[config.mk]
export PLATFORM = sky130hd
export DESIGN_NAME = vram_scanout
export DESIGN_NICKNAME = d
export VERILOG_FILES = /design/src/rtl/vga_pkg.sv /design/src/rtl/vga_timing.sv /design/src/rtl/vram_scanout.sv
export SDC_FILE = /design/constraint.sdc
export NUM_CORES = 1
export LEC_CHECK = 0
export BUFFER_PORTS_ARGS = -buffer_cell sky130_fd_sc_hd__buf_4
export CORE_MARGIN = 4
export CORE_UTILIZATION = 25
export DETAILED_ROUTE_END_ITERATION = 8
export HOLD_SLACK_MARGIN = 0.05
export PLACE_DENSITY = 0.48
export SLEW_MARGIN = 20
export SYNTH_ARGS = -nofsm -noshare
export SYNTH_HDL_FRONTEND = slang
export SYNTH_SLANG_ARGS = --single-unit
[constraint.sdc]
create_clock -name clk -period 13.01 [get_ports clk]
set_input_delay 2.602 -clock clk [delete_from_list [all_inputs] [get_ports clk]]
set_output_delay 2.602 -clock clk [all_outputs]
set_load 0.05 [all_outputs]
[src/rtl/vga_pkg.sv]
// Shared VGA timing constants, framebuffer geometry and pixel type for the
// background scanout path.
package vga_pkg;

  // 640x480@60 horizontal timing, in pixel ticks
  localparam int H_VISIBLE = 640;
  localparam int H_FRONT   = 16;
  localparam int H_SYNC_W  = 96;
  localparam int H_BACK    = 48;
  localparam int H_TOTAL   = H_VISIBLE + H_FRONT + H_SYNC_W + H_BACK;

  // 640x480@60 vertical timing, in lines
  localparam int V_VISIBLE = 480;
  localparam int V_FRONT   = 10;
  localparam int V_SYNC_W  = 2;
  localparam int V_BACK    = 33;
  localparam int V_TOTAL   = V_VISIBLE + V_FRONT + V_SYNC_W + V_BACK;

  // Framebuffer geometry in texels (each texel is 4x4 screen pixels)
  localparam int FB_W_DEF = 160;
  localparam int FB_H_DEF = 120;

  typedef struct packed {
    logic       flag;
    logic [3:0] r;
    logic [3:0] g;
    logic [3:0] b;
  } pixel_t;

  // Start address of texel row s for a 160-wide framebuffer: s*128 + s*32.
  function automatic logic [14:0] row_base_of(input logic [6:0] s);
    logic [14:0] se;
    se = {8'd0, s};
    return (se << 7) + (se << 5);
  endfunction

endpackage

[src/rtl/vga_timing.sv]
// Pixel-tick divider, h/v raster counters, sync/visible decode and the
// frame/row event strobes that drive the address generator.
module vga_timing
  import vga_pkg::*;
#(
  parameter int CLK_DIV = 4,
  parameter int H_ACT   = H_VISIBLE,
  parameter int H_FP    = H_FRONT,
  parameter int H_SW    = H_SYNC_W,
  parameter int H_BP    = H_BACK,
  parameter int V_ACT   = V_VISIBLE,
  parameter int V_FP    = V_FRONT,
  parameter int V_SW    = V_SYNC_W,
  parameter int V_BP    = V_BACK
) (
  input  logic       clk,
  input  logic       rst_n,
  output logic       tick_o,
  output logic [9:0] h_o,
  output logic [9:0] v_o,
  output logic       vis_o,
  output logic       hsync_raw_o,
  output logic       vsync_raw_o,
  output logic       vis_nxt_o,
  output logic [7:0] col_nxt_o,
  output logic       fs_evt_o,
  output logic       row_evt_o,
  output logic       frame_start_o
);

  localparam int DIV_W = (CLK_DIV > 2) ? $clog2(CLK_DIV) : 1;
  localparam logic [DIV_W-1:0] DIV_LAST = DIV_W'(CLK_DIV - 1);
  localparam logic [9:0] H_LAST = 10'(H_ACT + H_FP + H_SW + H_BP - 1);
  localparam logic [9:0] V_LAST = 10'(V_ACT + V_FP + V_SW + V_BP - 1);
  localparam logic [9:0] H_S0   = 10'(H_ACT + H_FP);
  localparam logic [9:0] H_S1   = 10'(H_ACT + H_FP + H_SW);
  localparam logic [9:0] V_S0   = 10'(V_ACT + V_FP);
  localparam logic [9:0] V_S1   = 10'(V_ACT + V_FP + V_SW);

  logic [DIV_W-1:0] div_q, div_d;
  logic [9:0]       h_q, h_d, v_q, v_d;
  logic             fs_q;
  logic             tick, hwrap, vwrap;

  assign tick  = (div_q == DIV_LAST);
  assign hwrap = (h_q == H_LAST);
  assign vwrap = (v_q == V_LAST);

  // Next raster position; counters only move on the pixel tick
  always_comb begin
    div_d = tick ? '0 : div_q + DIV_W'(1);
    h_d   = hwrap ? 10'd0 : h_q + 10'd1;
    v_d   = v_q;
    if (hwrap) v_d = vwrap ? 10'd0 : v_q + 10'd1;
  end

  // Divider, counters and the one-clk frame_start pulse
  always_ff @(posedge clk or negedge rst_n) begin
    if (!rst_n) begin
      div_q <= '0;
      h_q   <= '0;
      v_q   <= '0;
      fs_q  <= 1'b0;
    end else begin
      div_q <= div_d;
      fs_q  <= tick & hwrap & vwrap;
      if (tick) begin
        h_q <= h_d;
        v_q <= v_d;
      end
    end
  end

  assign tick_o        = tick;
  assign h_o           = h_q;
  assign v_o           = v_q;
  assign vis_o         = (h_q < 10'(H_ACT)) && (v_q < 10'(V_ACT));
  assign hsync_raw_o   = !((h_q >= H_S0) && (h_q < H_S1));
  assign vsync_raw_o   = !((v_q >= V_S0) && (v_q < V_S1));
  assign vis_nxt_o     = (h_d < 10'(H_ACT)) && (v_d < 10'(V_ACT));
  assign col_nxt_o     = h_d[9:2];
  assign fs_evt_o      = tick & hwrap & vwrap;
  // A new texel row starts every 4th visible line, except line 0 which is
  // seeded by the frame-start event instead.
  assign row_evt_o     = tick & hwrap & (v_d < 10'(V_ACT)) & (v_d[1:0] == 2'd0) &
                         (v_d != 10'd0);
  assign frame_start_o = fs_q;

endmodule

[src/rtl/vram_scanout.sv]
// Background VRAM read initiator: walks the 160x120 framebuffer with 4x4
// upscaling and per-frame vertical scroll, and aligns returned words with
// the VGA sync/enable signals one pixel tick after the raster position.
module vram_scanout
  import vga_pkg::*;
#(
  parameter int CLK_DIV    = 4,
  parameter int FB_W       = FB_W_DEF,
  parameter int FB_H       = FB_H_DEF,
  parameter int ADDR_WIDTH = 15,
  parameter int DATA_WIDTH = 13,
  parameter int H_ACT      = H_VISIBLE,
  parameter int H_FP       = H_FRONT,
  parameter int H_SW       = H_SYNC_W,
  parameter int H_BP       = H_BACK,
  parameter int V_ACT      = V_VISIBLE,
  parameter int V_FP       = V_FRONT,
  parameter int V_SW       = V_SYNC_W,
  parameter int V_BP       = V_BACK
) (
  input  logic                  clk,
  input  logic                  rst_n,
  input  logic [6:0]            scroll,
  output logic [ADDR_WIDTH-1:0] vram_addr,
  input  logic [DATA_WIDTH-1:0] vram_data,
  output logic                  hsync,
  output logic                  vsync,
  output logic                  de,
  output logic [11:0]           rgb,
  output logic                  pix_flag,
  output logic                  frame_start,
  output logic [9:0]            hcount,
  output logic [9:0]            vcount
);

  logic       tick, vis, hs_raw, vs_raw, vis_nxt, fs_evt, row_evt;
  logic [7:0] col_nxt;

  vga_timing #(
    .CLK_DIV(CLK_DIV),
    .H_ACT(H_ACT), .H_FP(H_FP), .H_SW(H_SW), .H_BP(H_BP),
    .V_ACT(V_ACT), .V_FP(V_FP), .V_SW(V_SW), .V_BP(V_BP)
  ) u_timing (
    .clk          (clk),
    .rst_n        (rst_n),
    .tick_o       (tick),
    .h_o          (hcount),
    .v_o          (vcount),
    .vis_o        (vis),
    .hsync_raw_o  (hs_raw),
    .vsync_raw_o  (vs_raw),
    .vis_nxt_o    (vis_nxt),
    .col_nxt_o    (col_nxt),
    .fs_evt_o     (fs_evt),
    .row_evt_o    (row_evt),
    .frame_start_o(frame_start)
  );

  logic [6:0]            scroll_l_q, scroll_l_d, fb_row_q, fb_row_d, scroll_red;
  logic [ADDR_WIDTH-1:0] row_base_q, row_base_d, addr_q, addr_d;
  pixel_t                pix_q, pix_d;
  logic                  de_q, de_d, hs_q, hs_d, vs_q, vs_d;

  // Scroll beyond the framebuffer height folds back into range
  assign scroll_red = (scroll >= 7'(FB_H)) ? scroll - 7'(FB_H) : scroll;

  // Address generator: frame start seeds the row from the latched scroll,
  // every 4th line steps one texel row with vertical wrap.
  always_comb begin
    scroll_l_d = scroll_l_q;
    fb_row_d   = fb_row_q;
    row_base_d = row_base_q;
    addr_d     = addr_q;
    if (fs_evt) begin
      scroll_l_d = scroll_red;
      fb_row_d   = scroll_red;
      row_base_d = ADDR_WIDTH'(row_base_of(scroll_red));
    end else if (row_evt) begin
      if (fb_row_q == 7'(FB_H - 1)) begin
        fb_row_d   = '0;
        row_base_d = '0;
      end else begin
        fb_row_d   = fb_row_q + 7'd1;
        row_base_d = row_base_q + ADDR_WIDTH'(FB_W);
      end
    end
    if (tick) addr_d = vis_nxt ? row_base_d + ADDR_WIDTH'(col_nxt) : '0;
  end

  // Output stage: the word for the pixel now on the counters arrived at
  // least one clk ago, so it is captured together with that pixel's syncs.
  always_comb begin
    pix_d = pix_q;
    de_d  = de_q;
    hs_d  = hs_q;
    vs_d  = vs_q;
    if (tick) begin
      pix_d = vis ? pixel_t'(vram_data[12:0]) : '0;
      de_d  = vis;
      hs_d  = hs_raw;
      vs_d  = vs_raw;
    end
  end

  // Scanout state registers
  always_ff @(posedge clk or negedge rst_n) begin
    if (!rst_n) begin
      scroll_l_q <= '0;
      fb_row_q   <= '0;
      row_base_q <= '0;
      addr_q     <= '0;
      pix_q      <= '0;
      de_q       <= 1'b0;
      hs_q       <= 1'b1;
      vs_q       <= 1'b1;
    end else begin
      scroll_l_q <= scroll_l_d;
      fb_row_q   <= fb_row_d;
      row_base_q <= row_base_d;
      addr_q     <= addr_d;
      pix_q      <= pix_d;
      de_q       <= de_d;
      hs_q       <= hs_d;
      vs_q       <= vs_d;
    end
  end

  assign vram_addr = addr_q;
  assign rgb       = {pix_q.r, pix_q.g, pix_q.b};
  assign pix_flag  = pix_q.flag;
  assign de        = de_q;
  assign hsync     = hs_q;
  assign vsync     = vs_q;

endmodule

==> impl_metrics.yaml <==
timing:
  rsz0062_at_grt: "false"
  tightestPinTransition_ns: 0.965
  clock_skew_ns: 0.00771
  tns_ns: 0
  finalMaxSlewViolations: 0
  fmaxAchievable_mhz: 169
  hold_viol_final: 0
  finalSetupViolCount: 0
  slew_headroom: 0.353
  post-route-period-util: 0.454
  period_needed_ns: 5.91
yosys:
  syn_area_um2: 4500
  synth-seq-area-share: 0.423
  synth_fp_nets: 511
  yosysWarnings: 0
  synthDistinctLibCells: 63
  yosys-top-cells-area: "dfrtp_1 41%, ha_1 5.8%, nor2_1 4.3%"
  synth_fa_ha_area_frac: 0.0672
  avgSynthCellArea_um2: 9.67
  synth_top_flop_cell: "dfrtp_1"
  synth-xor-area-share: 0.0622
  synth.mux.area_fraction: 0.00972
  synth_top_area_share: 0.411
  synth_simple_gate_area_frac: 0.192
  async_flop_share: 1.00
  synth_edf_count: 0
  synthCells: 466
  yosysTopAreaCell: "dfrtp_1"
  synth-compound-area-share: 0.214
  synth_top_family_by_area: "compound AO/OA/AOI/OAI gates"
  ys_seq_elements: 76
clock_network:
  htree_levels: 3
  cts_buffers: 9
  cts_buffer_depth: 2
  post_cts_buffers: 0
  cts_tree: "done"
  ctsResizeCount: 0
  clkLatencyLatePin_ns: 0.35
  ctsHoldBuffers: 0
  ctsRootBufferMaster: "clkbuf_16"
  clkSlewWorstSetupHoldPaths_ns: 0.06
  cts_sinks: 76
power:
  swShare: 0.304
  clockPowerShare: 0.410
  p_sw_w: 0.000182
  p_leak_nw: 2.40
  vdd_drop_max_uv: 75.9
  powerDensity_nw_per_um2: 108
  p_int_w: 0.000417
  pwr-share-seq: 0.432
  p_comb_frac: 0.159
detailed_routing:
  drt-initial-drc-count: 253
  wl_per_cell_um: 15.7
  routed_wl_um: 12000
  drcViolationCount: 0
  routed_via_density: 4.83
  firstDrtPassIters: 4
  postRouteAntennaNets: 0
  vias: 3684
place:
  dp_hpwl_um: 8870
  port_buffers: 73
  dp.cells: 747
  gp_congestion: 0.860
die:
  die_x_um: 142
  start_util: 0.258
  die_h_um: 142
  dieArea_um2: 20200
  rows: 48
  coreArea_um2: 17500
  io_pins: 74
cells_and_area:
  final_cells: 763
  drive_gt1_frac: 0.221
  nNetsFinal: 578
  diodes: 0
  syn_to_final_growth_pct: 23.4
worst_setup_path:
  required_ns: 13.23
  path_max_fanout: 18
  crit_path_end_kind: "flop"
  cp-start-kind: "flop"
  critical_path_arrival_ns: 6.13
  crit_type: "reg2reg"
run:
  max-cap-violations: 0
grt:
  grt_pass1_vias: 3811
  grt_pass1_wl_um: 20200
  grt_max_degree: 77
  grtUsageTotal: 0.126
  grt-ovfl-total: 0
  antenna_found_initial: 0
hold_path:
  hold_path_class: "reg2reg"
run_status:
  outcome: "complete, no violations"
-- worst max-delay path: stages, from the launching register on --
cell	delay (ns)
dfrtp_1	0.46
or4_1	0.56
nor4_1	0.72
o2bb2ai_1	0.10
or3_1	0.44
o211ai_4	0.44
clkinv_1	0.37
a21oi_1	0.41
and2_1	0.22
ha_1	0.19
fa_1	0.21
a21o_1	0.12
a21oi_1	0.09
o21bai_1	0.14
a21oi_1	0.11
o21ai_0	0.33
o21ai_0	0.14
a31oi_1	0.20
and2_1	0.21
and4_1	0.22
o32ai_2	0.08
-- stage by stage --
stage	setup slack, ns	power, W	util	hold slack, ns	instance area [µm²]
floorplan	7.57	0.000325	-	0.403	4500
global placement	7.20	0.000359	0.302	0.415	5270
detailed placement	7.10	0.000359	0.302	0.420	5270
CTS	7.08	0.000610	0.318	0.431	5560
global route	6.40	0.000627	0.318	0.452	5560
finish	7.10	0.000598	0.318	0.426	5560
-- Yosys cell counts, drive strengths merged, types with 3 or more instances --
| cell | count |
|---|---|
| a21o | 6 |
| a21oi | 17 |
| a22o | 19 |
| a31oi | 16 |
| and2 | 7 |
| and3 | 6 |
| and4 | 3 |
| buf | 5 |
| clkbuf | 16 |
| dfrtp | 74 |
| ha | 21 |
| inv | 14 |
| mux2 | 3 |
| nand2 | 43 |
| nand3 | 18 |
| nand4 | 8 |
| nor2 | 51 |
| nor3 | 4 |
| nor4 | 7 |
| o211ai | 3 |
| o21ai | 36 |
| o21bai | 3 |
| o2bb2ai | 8 |
| or2 | 3 |
| or3 | 5 |
| or4b | 4 |
| xnor2 | 18 |
| xor2 | 14 |
-- power by group through the flow --
stage          clock network (W)  logic [W]  registers [W]
2_1_floorplan                  0  0.0000401       0.000285
3_3_place_gp                   0  0.0000959       0.000263
3_5_place_dp                   0  0.0000965       0.000263
4_1_cts                 0.000254  0.0000970       0.000258
5_1_grt                 0.000262   0.000104       0.000261
6_report                0.000245  0.0000950       0.000258
-- area by class of cell --
| type | instances | area, µm² |
|---|---|---|
| Tap cell | 225 | 282 |
| Fill cell | 1826 | 11900 |
| Multi-Input combinational cell | 354 | 2450 |
| Sequential cell | 76 | 1900 |
| Clock buffer | 9 | 225 |
| Clock inverter | 7 | 56.3 |
| Inverter | 15 | 56.3 |
| Timing Repair Buffer | 77 | 582 |
-- flip-flops by register name (all words and copies together), names as in the netlist, 2 cells and up --
| signal | flops |
|---|---|
| vram_addr | 15 |
| fb_row_q | 7 |
| u_timing.h_o | 10 |
| u_timing.div_q | 2 |
| row_base_q | 15 |
| u_timing.v_o | 10 |
| rgb | 12 |
-- cell usage in the layout, fill, tap and decap left out, drive strengths merged, types with 2 or more instances in the layout --
| cell type | netlist | layout |
|---|---|---|
| a211o | 2 | 2 |
| a211oi | 2 | 2 |
| a21o | 6 | 6 |
| a21oi | 17 | 17 |
| a22o | 19 | 19 |
| a31oi | 16 | 16 |
| and2 | 7 | 7 |
| and3 | 6 | 6 |
| and4 | 3 | 3 |
| buf | 5 | 77 |
| clkbuf | 16 | 9 |
| clkinv | 1 | 3 |
| dfrtp | 74 | 74 |
| dfstp | 2 | 2 |
| fa | 2 | 2 |
| ha | 21 | 21 |
| inv | 14 | 18 |
| mux2 | 3 | 3 |
| nand2 | 43 | 43 |
| nand3 | 18 | 18 |
| nand4 | 8 | 8 |
| nor2 | 51 | 51 |
| nor2b | 2 | 2 |
| nor3 | 4 | 4 |
| nor3b | 2 | 2 |
| nor4 | 7 | 7 |
| o211ai | 3 | 3 |
| o21ai | 36 | 36 |
| o21bai | 3 | 3 |
| o2bb2ai | 8 | 8 |
| o31ai | 2 | 2 |
| o41ai | 2 | 2 |
| or2 | 3 | 3 |
| or3 | 5 | 5 |
| or4 | 2 | 2 |
| or4b | 4 | 4 |
| xnor2 | 18 | 18 |
| xor2 | 14 | 14 |
-- layer usage --
layer | vias to the layer above | global-route usage | part of all wire
li1 | 1840 | - | -
met1 | 1768 | 0.166 | 0.49
met2 | 61 | 0.203 | 0.46
met3 | 15 | 0.0225 | 0.029
met4 | 0 | 0.0566 | 0.022
met5 | - | 0 | 0
-- final timing paths --
check	startpoint	to	slack (ns)	cells after the start
max	u_timing.v_o[7]	vram_addr[14]	7.10	20
min reg2reg	u_timing.div_q[0]	u_timing.div_q[0]	0.43	1
max reg2reg	u_timing.v_o[7]	vram_addr[14]	7.10	20
min in group asynchronous	rst_n	u_timing.v_o[4]	2.27	1
max in group asynchronous	rst_n	vram_addr[6]	10.21	1
min	u_timing.div_q[0]	u_timing.div_q[0]	0.43	1
-- kinds of logic after synthesis --
logic type / after synthesis
xor+xnor: 32
simple gates: 168
flops: 76
fa+ha+maj: 23
mux: 4
buf+inv: 36
compound gates: 127
Note: power is estimated with default switching activity, not from simulation.
